--- config.mk ---
export PLATFORM = sky130hd
export DESIGN_NAME = tlb_op_ctrl
export DESIGN_NICKNAME = d
export VERILOG_FILES = /design/src/rtl/tlb_op_ctrl.sv
export SDC_FILE = /design/constraint.sdc
export NUM_CORES = 1
export LEC_CHECK = 0
export ABC_AREA = 1
export ABC_CLOCK_PERIOD_IN_PS = 1850
export BUFFER_PORTS_ARGS = -buffer_cell sky130_fd_sc_hd__clkbuf_2
export CAP_MARGIN = 25
export CORE_AREA = 2 2 44 54
export CTS_BUF_LIST = sky130_fd_sc_hd__clkbuf_8 sky130_fd_sc_hd__clkbuf_16
export CTS_CLUSTER_DIAMETER = 80
export DETAILED_ROUTE_END_ITERATION = 10
export DIE_AREA = 0 0 46 56
export HOLD_SLACK_MARGIN = 0.12
export PLACE_DENSITY_LB_ADDON = 0.15
export SKIP_CTS_REPAIR_TIMING = 1
export SLEW_MARGIN = 20
export SYNTH_ARGS = -nofsm -noshare
export SYNTH_HDL_FRONTEND = slang
export SYNTH_SLANG_ARGS = --single-unit
--- constraint.sdc ---
create_clock -name clk -period 1.85 [get_ports clk]
set_input_delay 0.0925 -clock clk [delete_from_list [all_inputs] [get_ports clk]]
set_output_delay 0.0925 -clock clk [all_outputs]
set_load 0.03 [all_outputs]
--- src/rtl/tlb_op_ctrl.sv ---
// MEM1-stage sequencer for TLBP/TLBR/TLBWI/TLBWR: drives TLB strobes, CP0
// write-back and the address/entry muxes, and owns the CP0 Random counter.
module tlb_op_ctrl #(
  parameter int TLB_ENTRIES = 16,
  parameter int IDX_W       = 4
) (
  input  logic             clk,
  input  logic             rst,
  input  logic             tlbp_req,
  input  logic             tlbr_req,
  input  logic             tlbwi_req,
  input  logic             tlbwr_req,
  input  logic             flush,
  input  logic [IDX_W-1:0] cp0_index,
  input  logic [IDX_W-1:0] cp0_wired,
  input  logic             wired_we,
  input  logic             lookup_hit,
  input  logic [IDX_W-1:0] lookup_idx,
  output logic             busy,
  output logic             MUX11_Sel,
  output logic             MUX12_Sel,
  output logic             lookup_en,
  output logic             tlb_re,
  output logic             tlb_we,
  output logic             index_we,
  output logic [31:0]      index_wdata,
  output logic             entry_we,
  output logic [IDX_W-1:0] random
);

  typedef enum logic [2:0] {
    S_IDLE,
    S_PROBE,
    S_PROBE_WB,
    S_READ,
    S_READ_WB,
    S_WRITE
  } state_e;

  localparam logic [IDX_W-1:0] RAND_MAX = IDX_W'(TLB_ENTRIES - 1);

  state_e           state_q, state_d;
  logic             wr_idx_q, wr_idx_d;   // 1 = TLBWI (Index), 0 = TLBWR (Random)
  logic [IDX_W-1:0] random_q, random_d;
  logic [IDX_W-1:0] probe_idx;

  // The entry address comes straight from CP0 Index through MUX12 outside
  // this block; the port is kept so the controller sees the full CP0 view.
  logic unused_index;
  assign unused_index = ^cp0_index;

  // NOTE: reset is synchronous and active-high, so it lives inside the
  // clocked branch; state only, there is no storage array to clear.
  always_ff @(posedge clk) begin
    if (rst) begin
      state_q  <= S_IDLE;
      wr_idx_q <= 1'b0;
      random_q <= RAND_MAX;
    end else begin
      // NOTE: registers take non-blocking assignments so every flop samples
      // the pre-edge values regardless of statement order.
      state_q  <= state_d;
      wr_idx_q <= wr_idx_d;
      random_q <= random_d;
    end
  end

  assign probe_idx = lookup_hit ? lookup_idx : '0;

  always_comb begin
    // NOTE: every output gets a default first so no path leaves a latch.
    state_d     = state_q;
    wr_idx_d    = wr_idx_q;
    busy        = 1'b0;
    MUX11_Sel   = 1'b0;
    MUX12_Sel   = 1'b0;
    lookup_en   = 1'b0;
    tlb_re      = 1'b0;
    tlb_we      = 1'b0;
    index_we    = 1'b0;
    index_wdata = '0;
    entry_we    = 1'b0;

    unique case (state_q)
      S_IDLE: begin
        if (!flush) begin
          if (tlbp_req) begin
            state_d = S_PROBE;
            busy    = 1'b1;
          end else if (tlbr_req) begin
            state_d = S_READ;
            busy    = 1'b1;
          end else if (tlbwi_req) begin
            state_d  = S_WRITE;
            wr_idx_d = 1'b1;
            busy     = 1'b1;
          end else if (tlbwr_req) begin
            state_d  = S_WRITE;
            wr_idx_d = 1'b0;
            busy     = 1'b1;
          end
        end
      end
      S_PROBE: begin
        busy      = 1'b1;
        lookup_en = 1'b1;
        MUX11_Sel = 1'b1;
        state_d   = S_PROBE_WB;
      end
      S_PROBE_WB: begin
        // Index.P (bit 31) flags a miss; the index field is zero on a miss.
        index_we    = 1'b1;
        index_wdata = {~lookup_hit, {(31 - IDX_W){1'b0}}, probe_idx};
        state_d     = S_IDLE;
      end
      S_READ: begin
        busy      = 1'b1;
        tlb_re    = 1'b1;
        MUX12_Sel = 1'b1;
        state_d   = S_READ_WB;
      end
      S_READ_WB: begin
        entry_we  = 1'b1;
        MUX12_Sel = 1'b1;
        state_d   = S_IDLE;
      end
      S_WRITE: begin
        tlb_we    = 1'b1;
        MUX12_Sel = wr_idx_q;
        state_d   = S_IDLE;
      end
      default: state_d = S_IDLE;
    endcase
  end

  // Random freezes while busy so a TLBWR writes the slot seen at acceptance.
  always_comb begin
    random_d = random_q;
    if (wired_we) begin
      random_d = RAND_MAX;
    end else if (!busy) begin
      if (cp0_wired >= RAND_MAX || random_q == cp0_wired)
        random_d = RAND_MAX;
      else
        random_d = random_q - IDX_W'(1);
    end
  end

  assign random = random_q;

endmodule

Yosys cells after proc, flatten, opt, wreduce, memory -nomap -nowiden. Index checks and enable logic that the tools add are counted.

Input bits: 21. Bits in latches: 0. Logic and storage cells: 48. Memories: 0. Output and inout port bits: 44. Memory bits (read-only): 0. RAM bits: 0. Flip-flop bits (word level): 8.

Add/subtract/negate cells: 1. Magnitude comparators: 1. Shift-type cells: 0. Multiplexer cells: 23. Equality and inequality tests: 8. Reductions and logical operators: 8. Multipliers: 0. Divide/modulo/power cells: 0. Bitwise gates (word level): 4.

Operators with widths (count): two-way mux 32 bit (1); two-way mux 3 bit (5); two-way mux 1 bit (12); one-hot mux 3 bit (3 select lines) (1); two-way mux 4 bit (2); == test 3 x 2 -> 1 bit, second input constant (2); == test 3 bit, second input constant (2); OR reduction 2 bit (3); inequality test 5 bit, second input constant (1); AND reduction 5 bit (1); == test 4 bit (1); greater-or-equal comparator 4 bit, second input constant (1); NOT 1 bit (4); one-hot mux 1 bit (2 select lines) (2); subtractor 4 x 1 -> 4 bit, second input constant (1); == test 3 x 1 -> 1 bit, second input constant (1); logical NOT 3 bit (1); inequality test 2 bit, second input constant (1); AND reduction 2 bit (1); nonzero test 2 bit (1); logical OR 1 bit (1).

Logic depth before layout (Yosys ltp). Gate-level depths: netlist of run 1.

Depth after elaboration: 6. Depth in mapped cells: 8. Gate-level depth less buffers: 8.

Worst setup path before layout of run 1. Ideal clock, no wire load.

Path type: register -> output. Start: reg state_q[1]. End: out index_wdata[0]. Arrival time: 1.839 ns. Buffers on the path: 0. Cell stages (with the launch flop): 5. Setup slack: -0.082 ns. Required time: 1.757 ns. Cell sequence: dfxtp_1 inv_1 nor3_1 inv_1 nor2_1.

Longest elaborated chain between the ends: 2.

Ends and longest elaborated chain: start: declaration (line 42) `state_e state_q, state_d;`; start signal: assignment (line 62) `state_q <= state_d;`; == test 3 x 2 -> 1 bit (line 84) `unique case (state_q)`; two-way mux 32 bit (line 84); end: declaration (line 26) `output logic [31:0] index_wdata,`.

Every way passes these cells.

Worst setup path after layout of run 1.
Start: reg state_q[0]. End: out MUX12_Sel.

Longest elaborated chain between the ends: 3. Elaborated cells between the ends (all ways): 5. Classes of those cells: eq/ne: 3; mux: 1; reduce/logical: 1.

Ends and longest elaborated chain: == test 3 x 2 -> 1 bit or == test 3 bit (tied branches) (line 84); OR reduction 2 bit (no line); one-hot mux 1 bit (2 select lines) * (line 84); end: declaration (line 21) `output logic MUX12_Sel,`.

Mark *: on every way between the ends. The rest lies on a longest branch, timed or not.

==> qor.yml, run 1 <==
cts_buffers: 3
p_total_w: 0.0006636
yosysSeqAreaShare_pct: 19.81
worstHoldEndpoint: "random[0]"
yosysUniqueCellTypes: 18
cts.path.max_buffers: 2
power_density_nw_per_um2: 704.3
ys_warn_count: 0
fp.coreArea_sq_um: 2027
fin_crit_ps: 1491
max-vdd-ir-drop_uv: 427.9
report.final.slew_viol_count: 0
overflow: 0
drive_gt1_share_pct: 24.56
tns_ps: 0
synth_cells: 136
hold_viol: 0
via_count: 807
yosys-mux-area-fraction_pct: 0
vias_per_cell: 4.225
crit_chain: "inv_1, nor2_1, inv_1, nor2_1, inv_1, nand2_1, clkbuf_2"
synth_top_family_by_area: "simple AND/OR/NAND/NOR gates"
status: "completed"
wl_per_cell_um: 7.963
crit_required_ps: 1760
worst-r2r-cell-count: 6
clock.fmax_ghz: 0.6706
crit_fanout: 4
rsz0062_at_grt: "false"
place.gp.congestion: 0.7461
hold_path_class: "primary input to flip-flop"
max_stage_delay_ps: 420
clock_skew_ps: 5.806
worst_hold_startpoint: "wired_we"
drc_errors: 0
yosysTopAreaCellShare_pct: 26.01
period_share_pct: 80.60
cts_htree_levels: 1
synthSimpleGateAreaFrac_pct: 38.08
area_growth_pct: 16.56
drt_iter0_drc: 7
rows: 18
path_class: "flip-flop to primary output"
ios: 65
synth_xor_area_share_pct: 1.084
grt_pass1_vias: 654
die_w_um: 46
r2r_slack_ps: 630
cp_common_cell: "inv_1"
clk_pin_slew_ps: 40
antenna_found_initial: 0
drtAntennaViolNets: 0
synth_compound_area_share_pct: 3.715
cp.arrival_ps: 1400
end_kind: "primary output"
grt_max_degree: 7
maxCapViolCount: 0
fillers: 241
whs_path_depth: 3
nets: 195
grt_usage_pct: 12.21
rr_startpoint: "state_q[2]"
synthTopCellsByArea: "buf_4 (26%), dfxtp_1 (20%), nand2_1 (17%), nor2_1 (9.8%), inv_1 (8.8%)"
yosys.area_share.adder_pct: 1.548
synth.largest_area_cell: "buf_4"
tritoncts: "done"
setup_viol_count_final: 0
fp.dieH_um: 56
portBuffers: 33
dieArea_sq_um: 2576
clk_latency_ps: 230
dp_hpwl_um: 1281
cts_sinks: 8
grt_pass1_wl_um: 2477
drt_pass1_iterations: 4
start_kind: "flip-flop"
synth-seq-cells: 8
root_buffer: "clkbuf_8"
routed_wl_um: 1521
avgSynthCellArea_sq_um: 5.943
r2r-end: "random[3]"
leakage_nw: 0.6138
synth_area_sq_um: 808.3
initial_core_util_pct: 39.88
critPathSlowestCell: "dfxtp_1"
num_antenna_cells: 0
==> metrics by stage <==
| stage | util, % | hold slack (ps) | instances | setup slack, ps | cell area [sq um] |
|---|---|---|---|---|---|
| 6_report | 46.48 | 119.6 | 191 | 358.9 | 942.2 |
| 5_1_grt | 46.48 | 147.6 | 191 | 163.6 | 942.2 |
| 4_1_cts | 45.99 | 56.98 | 190 | 333.4 | 932.1 |
| 3_5_place_dp | 43.95 | 292.9 | 187 | 586.8 | 890.9 |
| 3_3_place_gp | 43.95 | 294.8 | 187 | 614.4 | 890.9 |
| 2_1_floorplan | - | 164.9 | 162 | 246.3 | 910.9 |
==> layer usage <==
layer  routed length (um)  share of wire [%]  track usage, %
met2                  747                 49           20.24
met1                  602                 40           14.76
met4                   25                1.6           4.898
met3                  146                9.6           2.273
met5                    0                  0               0
==> synthesized netlist by cell type (all sizes together) <==
master / count
nand3: 10
nand2: 37
buf: 28
xnor2: 1
conb: 1
a21oi: 1
o21ai: 3
nand4: 1
a31oi: 1
nor3: 3
ha: 1
nor2: 21
inv: 20
dfxtp: 8
==> layout by cell type, fill, tap and decap left out <==
cell type	n
xnor2_1	1
dlygate4sd3_1	1
nor2_1	21
nand4_1	1
nor3_1	1
conb_1	27
clkbuf_8	3
nor3_4	1
nand3_2	1
inv_2	1
ha_1	1
nand2_2	1
a21oi_2	1
nand2_1	36
nand3_1	9
nor3_2	1
inv_1	19
o21ai_0	3
clkbuf_2	33
dfxtp_1	8
a31oi_1	1
==> cell families (layout without fill, tap and decap cells) <==
family,count (synthesis),after routing
and+or+nand+nor,72,72
buffers and inverters,48,57
xor gates and xnor gates,1,1
DFF,8,8
other,1,27
adders and majority gates,1,1
AOI/OAI and AO/OA,5,5
==> worst max-delay path by stage <==
stage,start,cells past startpoint,endpoint
2_1_floorplan,state_q[1],4,index_wdata[0]
3_3_place_gp,state_q[0],7,MUX12_Sel
3_5_place_dp,state_q[0],7,MUX12_Sel
4_1_cts,state_q[0],7,MUX12_Sel
5_1_grt,state_q[0],7,MUX12_Sel
6_report,state_q[0],7,MUX12_Sel
==> cell type report <==
type                       instances  area [sq um]  area share (%)
clock buffer                       3         41.29           4.382
inverter                          20         75.07           7.968
multi-input combinational        106         465.4           49.40
sequential                         8         160.2           17.00
tap                               20         25.02           2.656
timing repair buffer              34         175.2           18.59
==> state kept, by name, indices dropped and copies added (netlist names) <==
name	cells
wr_idx_q	1
random	4
state_q	3
==> where the power goes <==
group          switching (W)  internal, W
logic               0.000190    0.0000619
registers          0.0000143     0.000185
clock network      0.0000715     0.000141
total               0.000276     0.000388
==> critical path, delay by kind of cell, from the launching register on <==
family | cells | cell delay, ps
simple gates | 3 | 280
flops | 1 | 420
buf+inv | 4 | 470
No activity file was read; power rests on OpenSTA's default activity.
==> inputs of run 2 (changes only) <==
ABC_AREA = 0   (was 1)
ABC_CLOCK_PERIOD_IN_PS = 1400   (was 1850)
CORE_AREA = 2 2 45 55   (was 2 2 44 54)
DIE_AREA = 0 0 47 57   (was 0 0 46 56)
clock period = 1.4 ns   (was 1.85 ns; I/O delays follow)
==> run 2 against run 1 <==
Net effect: the run now ends with negative setup slack left; die area up 4.0%; core utilization up 4.5 points; clock power up 31%; first-iteration DRC count up 43%; power up 30%; count of clock-buffer cells in the layout unchanged; register-to-register slack worse by 590 ps; design area up 18%; hold slack worse by 9.8 ps; combinational power up 33%; largest power group unchanged.
==> qor.yml, run 2 <==
status: "finished, violations left"
violations: "negative setup slack"
crit_chain: "or3_4, o22a_4, inv_2, buf_6"
cts_htree_levels: 1
max-vdd-ir-drop_uv: 532.0
maxCapViolCount: 0
synth_edf_count: 0
period_share_pct: 100.6
synth.largest_area_cell: "buf_4"
r2r_slack_ps: 40
avgSynthCellArea_sq_um: 7.902
layout_commonest_cell: "conb_1"
area_growth_pct: 48.50
max_slew.worst_pin.slew_ps: 525.2
antenna_found_initial: 0
clk_pin_slew_ps: 40
ios: 65
tns_ps: -8.057
grt_pass1_vias: 580
crit_fanout: 6
via_count: 736
dp_hpwl_um: 1279
ys_warn_count: 0
synth_cells: 95
drc_errors: 0
grt_usage_pct: 11.73
leakage_nw: 0.5841
synth_area_sq_um: 750.7
drt_iter0_drc: 10
p_seq_share_pct: 28.7
drtAntennaViolNets: 0
clock_power_share_pct: 32.4
rsz0062_at_grt: "true"
vias_per_cell: 4.254
fin_crit_ps: 1408
power_density_nw_per_um2: 773.3
cts_sinks: 8
routed_wl_um: 1694
synthTopCellsByArea: "buf_4 (28%), dfxtp_1 (21%), xor2_1 (4.7%), inv_1 (3.5%), and3_1 (3.3%)"
setup_ws_ps: -8.057
slew_headroom_pct: 64.67
yosysMostFrequentCell: "buf_4"
dieArea_sq_um: 2679
initial_core_util_pct: 34.32
grt_pass1_wl_um: 2359
p_int_w: 0.0005400
nets: 166
yosysTopAreaCellShare_pct: 28.00
synth-seq-cells: 8
num_antenna_cells: 0
yosys-top-cells-count: "buf_4 (28), dfxtp_1 (8), inv_1 (7), nor2_1 (5), nor3_1 (5)"
rows: 19
crit_required_ps: 1330
yosysUniqueCellTypes: 30
p_sw_w: 0.0003221
start_kind: "flip-flop"
hold_viol: 0
drive_gt1_share_pct: 50.00
clock_skew_ps: 2.334
largest_reg_flops: 4
yosysSeqAreaShare_pct: 21.33
end_kind: "primary output"
clock.fmax_ghz: 0.7102
cp.arrival_ps: 1340
portBuffers: 33
swShare_pct: 37.36
ys.flop_type: "dfxtp_1"
report.final.slew_viol_count: 0
synthArstFlopShare_pct: 0
cts.path.max_buffers: 2
grt_max_degree: 10
fp.dieH_um: 57
path_class: "flip-flop to primary output"
clk_latency_ps: 230
place.gp.congestion: 0.7671
cts_buffers: 3
holdWs_ps: 109.8
hold_path_class: "primary input to flip-flop"
drt_pass1_iterations: 4
tritoncts: "done"
setup_viol_count_final: 1
utilization_pct: 50.97
wl_per_cell_um: 9.792
final_cell_mix: "conb_1 (27), clkbuf_2 (26), buf_4 (10), buf_6 (10), inv_1 (6)"
die_w_um: 47
p_comb_share_pct: 39.0
root_buffer: "clkbuf_8"
overflow: 0
critPathSlowestCell: "or3_4"
fp.coreArea_sq_um: 2187
max_stage_delay_ps: 360
==> run 2: cell types whose count changed after synthesis, moves of 3 or more <==
cell	delta
nor3_1	+3
inv_1	-12
xor2_1	+4
and3_1	+4
nor4_1	+4
nand2_1	-34
nor2_1	-16
nand3_1	-9
==> run 2: worst max-delay path: cells and delay by family, from the launching register on <==
kind	cells	cell delay, ps
and+or+nand+nor	1	360
DFF	1	350
buffers and inverters	2	180
AOI/OAI and AO/OA	1	220
==> run 2: per-stage QoR <==
step / cell area (sq um) / instances / power [W] / setup slack [ps]
finish: 1115 / 173 / 0.0008621 / -8.057
global route: 1115 / 173 / 0.0009050 / -59.15
CTS: 950.9 / 167 / 0.0008117 / -174.3
detailed placement: 909.6 / 164 / 0.0005320 / 19.15
global placement: 909.6 / 164 / 0.0005303 / 49.10
floorplan: 870.8 / 121 / 0.0005232 / -1.454
==> run 2: worst paths after layout <==
| kind | from | endpoint | cells after the start |
|---|---|---|---|
| hold reg to reg | state_q[1] | state_q[1] | 1 |
| hold / removal | tlbwi_req | wr_idx_q | 3 |
| setup reg to reg | state_q[2] | random[3] | 5 |
| setup / recovery | state_q[2] | busy | 4 |
==> run 2: kinds of logic (layout without fill, tap and decap cells) <==
logic type / after synthesis / after routing / share of synthesized area, %
DFF: 8 / 8 / 21.33
other: 1 / 27 / 0.4995
and+or+nand+nor: 30 / 30 / 22.50
AOI/OAI and AO/OA: 14 / 14 / 14.83
buffers and inverters: 37 / 58 / 34.50
adders and majority gates: 1 / 1 / 1.666
xor gates and xnor gates: 4 / 4 / 4.666
==> run 2: power by group through the flow <==
stage,clock (W),combinational [W],sequential (W)
6_report,0.000279,0.000336,0.000247
5_1_grt,0.000294,0.000362,0.000249
4_1_cts,0.000283,0.000282,0.000247
3_5_place_dp,0,0.000281,0.000251
3_3_place_gp,0,0.000280,0.000251
2_1_floorplan,0,0.000266,0.000258
==> run 2: layout make-up <==
class,count,area (sq um)
fillers,224,1072
multi-input cells,76,496.7
repair buffers,48,337.8
flip-flops and latches,8,173.9
clock buffers,3,41.29
well taps,31,38.79
inverters,7,26.28
==> run 2: layer usage <==
metal  track usage [%]  up-vias  part of all wire [%]
li1                  -      371                     -
met1             14.04      325                    39
met2             18.98       36                    53
met3             1.266        4                   6.4
met4             7.540        0                   1.9
met5                 0        -                     0
==> inputs of run 3 (changes only) <==
CORE_AREA = 2 2 46 56   (was 2 2 45 55)
DIE_AREA = 0 0 48 58   (was 0 0 47 57)
==> run 3 against run 2 <==
Net effect: the flow still finishes with violations (negative setup slack); combinational power barely moved; non-clock buffer count did not move; clock power fell by 2%; first-iteration DRC count fell by 60%; worst setup slack improved by 4.1 ps; count of clock-buffer cells in the layout did not move.
==> qor.yml, run 3 (synthesis results as in run 2) <==
area_growth_pct: 46.50
cp.arrival_ps: 1510
drt_pass1_iterations: 4
start_kind: "flip-flop"
grt_usage_pct: 11.66
maxCapViolCount: 0
period_share_pct: 100.3
hold_viol: 0
crit_fanout: 6
r2r-end: "random[0]"
cts_sinks: 8
die_w_um: 48
max_stage_delay_ps: 380
hold_path_class: "primary input to flip-flop"
setup_ws_ps: -3.946
rows: 19
clock.fmax_ghz: 0.7123
violations: "negative setup slack"
overflow: 0
r2r_slack_ps: -4
fp.coreArea_sq_um: 2258
via_count: 735
setup_viol_count_final: 2
wl_per_cell_um: 10.06
grt_pass1_vias: 553
report.final.slew_viol_count: 0
drc_errors: 0
clock_skew_ps: 0.8367
layout_commonest_cell: "conb_1"
root_buffer: "clkbuf_8"
leakage_nw: 0.5900
rr_startpoint: "state_q[1]"
path_class: "flip-flop to flip-flop"
crit_cells: 5
nets: 166
multiInputGateArea_sq_um: 493.0
seq_area_sq_um: 167.7
cts_buffers: 3
crit_start: "state_q[1]"
vias_per_cell: 4.249
place.gp.congestion: 0.7663
dp_hpwl_um: 1286
status: "finished, violations left"
cts.path.max_buffers: 2
clk_latency_ps: 220
largest_reg_flops: 4
critPathTopFamily: "simple AND/OR/NAND/NOR gates"
utilization_pct: 48.70
max-vdd-ir-drop_uv: 618.7
rsz0062_at_grt: "true"
worst-r2r-cell-count: 5
power_density_nw_per_um2: 781.7
initial_core_util_pct: 33.24
pre_cts_ws_ps: 57.35
drt_iter0_drc: 4
fp.dieH_um: 58
critPathSlowestCell: "or3_4"
end_kind: "flip-flop"
worstSetupEndpoint: "random[0]"
tritoncts: "done"
fin_crit_ps: 1404
p_total_w: 0.0008598
ios: 65
grt_pass1_wl_um: 2408
dieArea_sq_um: 2784
drtAntennaViolNets: 0
antenna_found_initial: 0
grt_max_degree: 10
fillers: 239
final_cell_mix: "conb_1 (27), clkbuf_2 (22), buf_4 (16)"
num_antenna_cells: 0
crit_chain: "or3_4, o22a_4, buf_6, nor3_4, a31oi_1"
routed_wl_um: 1740
tns_ps: -5.543
post_dp_cell_area_sq_um: 909.6
clk_pin_slew_ps: 40
fin_area_sq_um: 1100
cts_htree_levels: 1
crit_required_ps: 1500
portBuffers: 33
crit_buf_inv: 1
drive_gt1_share_pct: 47.18
==> run 3: changes by cell type in the layout (fill, tap and decap cells not counted), sizes merged <==
cell / delta
clkbuf: -4
buf: +3
dlygate4sd3: +1
==> run 3: cell type report <==
type	count	area share [%]
clock buffers	3	3.754
inverters	7	2.389
flip-flops and latches	8	15.24
repair buffers	48	30.26
well taps	31	3.527
multi-input cells	76	44.82
==> run 3: through the flow <==
stage          hold WS, ps  std cells
6_report             111.3        173
3_5_place_dp         312.0        164
2_1_floorplan        139.1        121
3_3_place_gp         315.0        164
4_1_cts              79.46        167
5_1_grt              119.2        173
==> run 3: how the worst min path moves through the flow <==
stage / start / slack, ps / cells past startpoint / endpoint
after floorplan: rst / 140 / 1 / wr_idx_q
after detailed placement: rst / 310 / 2 / wr_idx_q
after global routing: tlbwi_req / 120 / 3 / wr_idx_q
final: tlbwi_req / 110 / 3 / wr_idx_q
after global placement: rst / 310 / 2 / wr_idx_q
after CTS: rst / 80 / 2 / wr_idx_q
==> run 3: routing by layer <==
| metal | global-route usage (%) | vias up | share of wire, % |
|---|---|---|---|
| li1 | - | 371 | - |
| met1 | 15.52 | 337 | 40 |
| met2 | 17.71 | 25 | 55 |
| met3 | 3.738 | 2 | 4.0 |
| met4 | 3.475 | 0 | 0.75 |
| met5 | 0 | - | 0 |
==> run 3: power breakdown <==
group          switching (W)  total (W)  internal, W
Clock              0.0000882   0.000274     0.000186
Combinational       0.000222   0.000336     0.000115
Sequential        0.00000994   0.000249     0.000239
Total               0.000320   0.000860     0.000540
==> run 3: worst reg2reg max path: stages, from the launching register on <==
cell and delay, ps:
dfxtp_2 330, or3_4 380, o22a_4 220, buf_6 130, nor3_4 170, a31oi_1 50
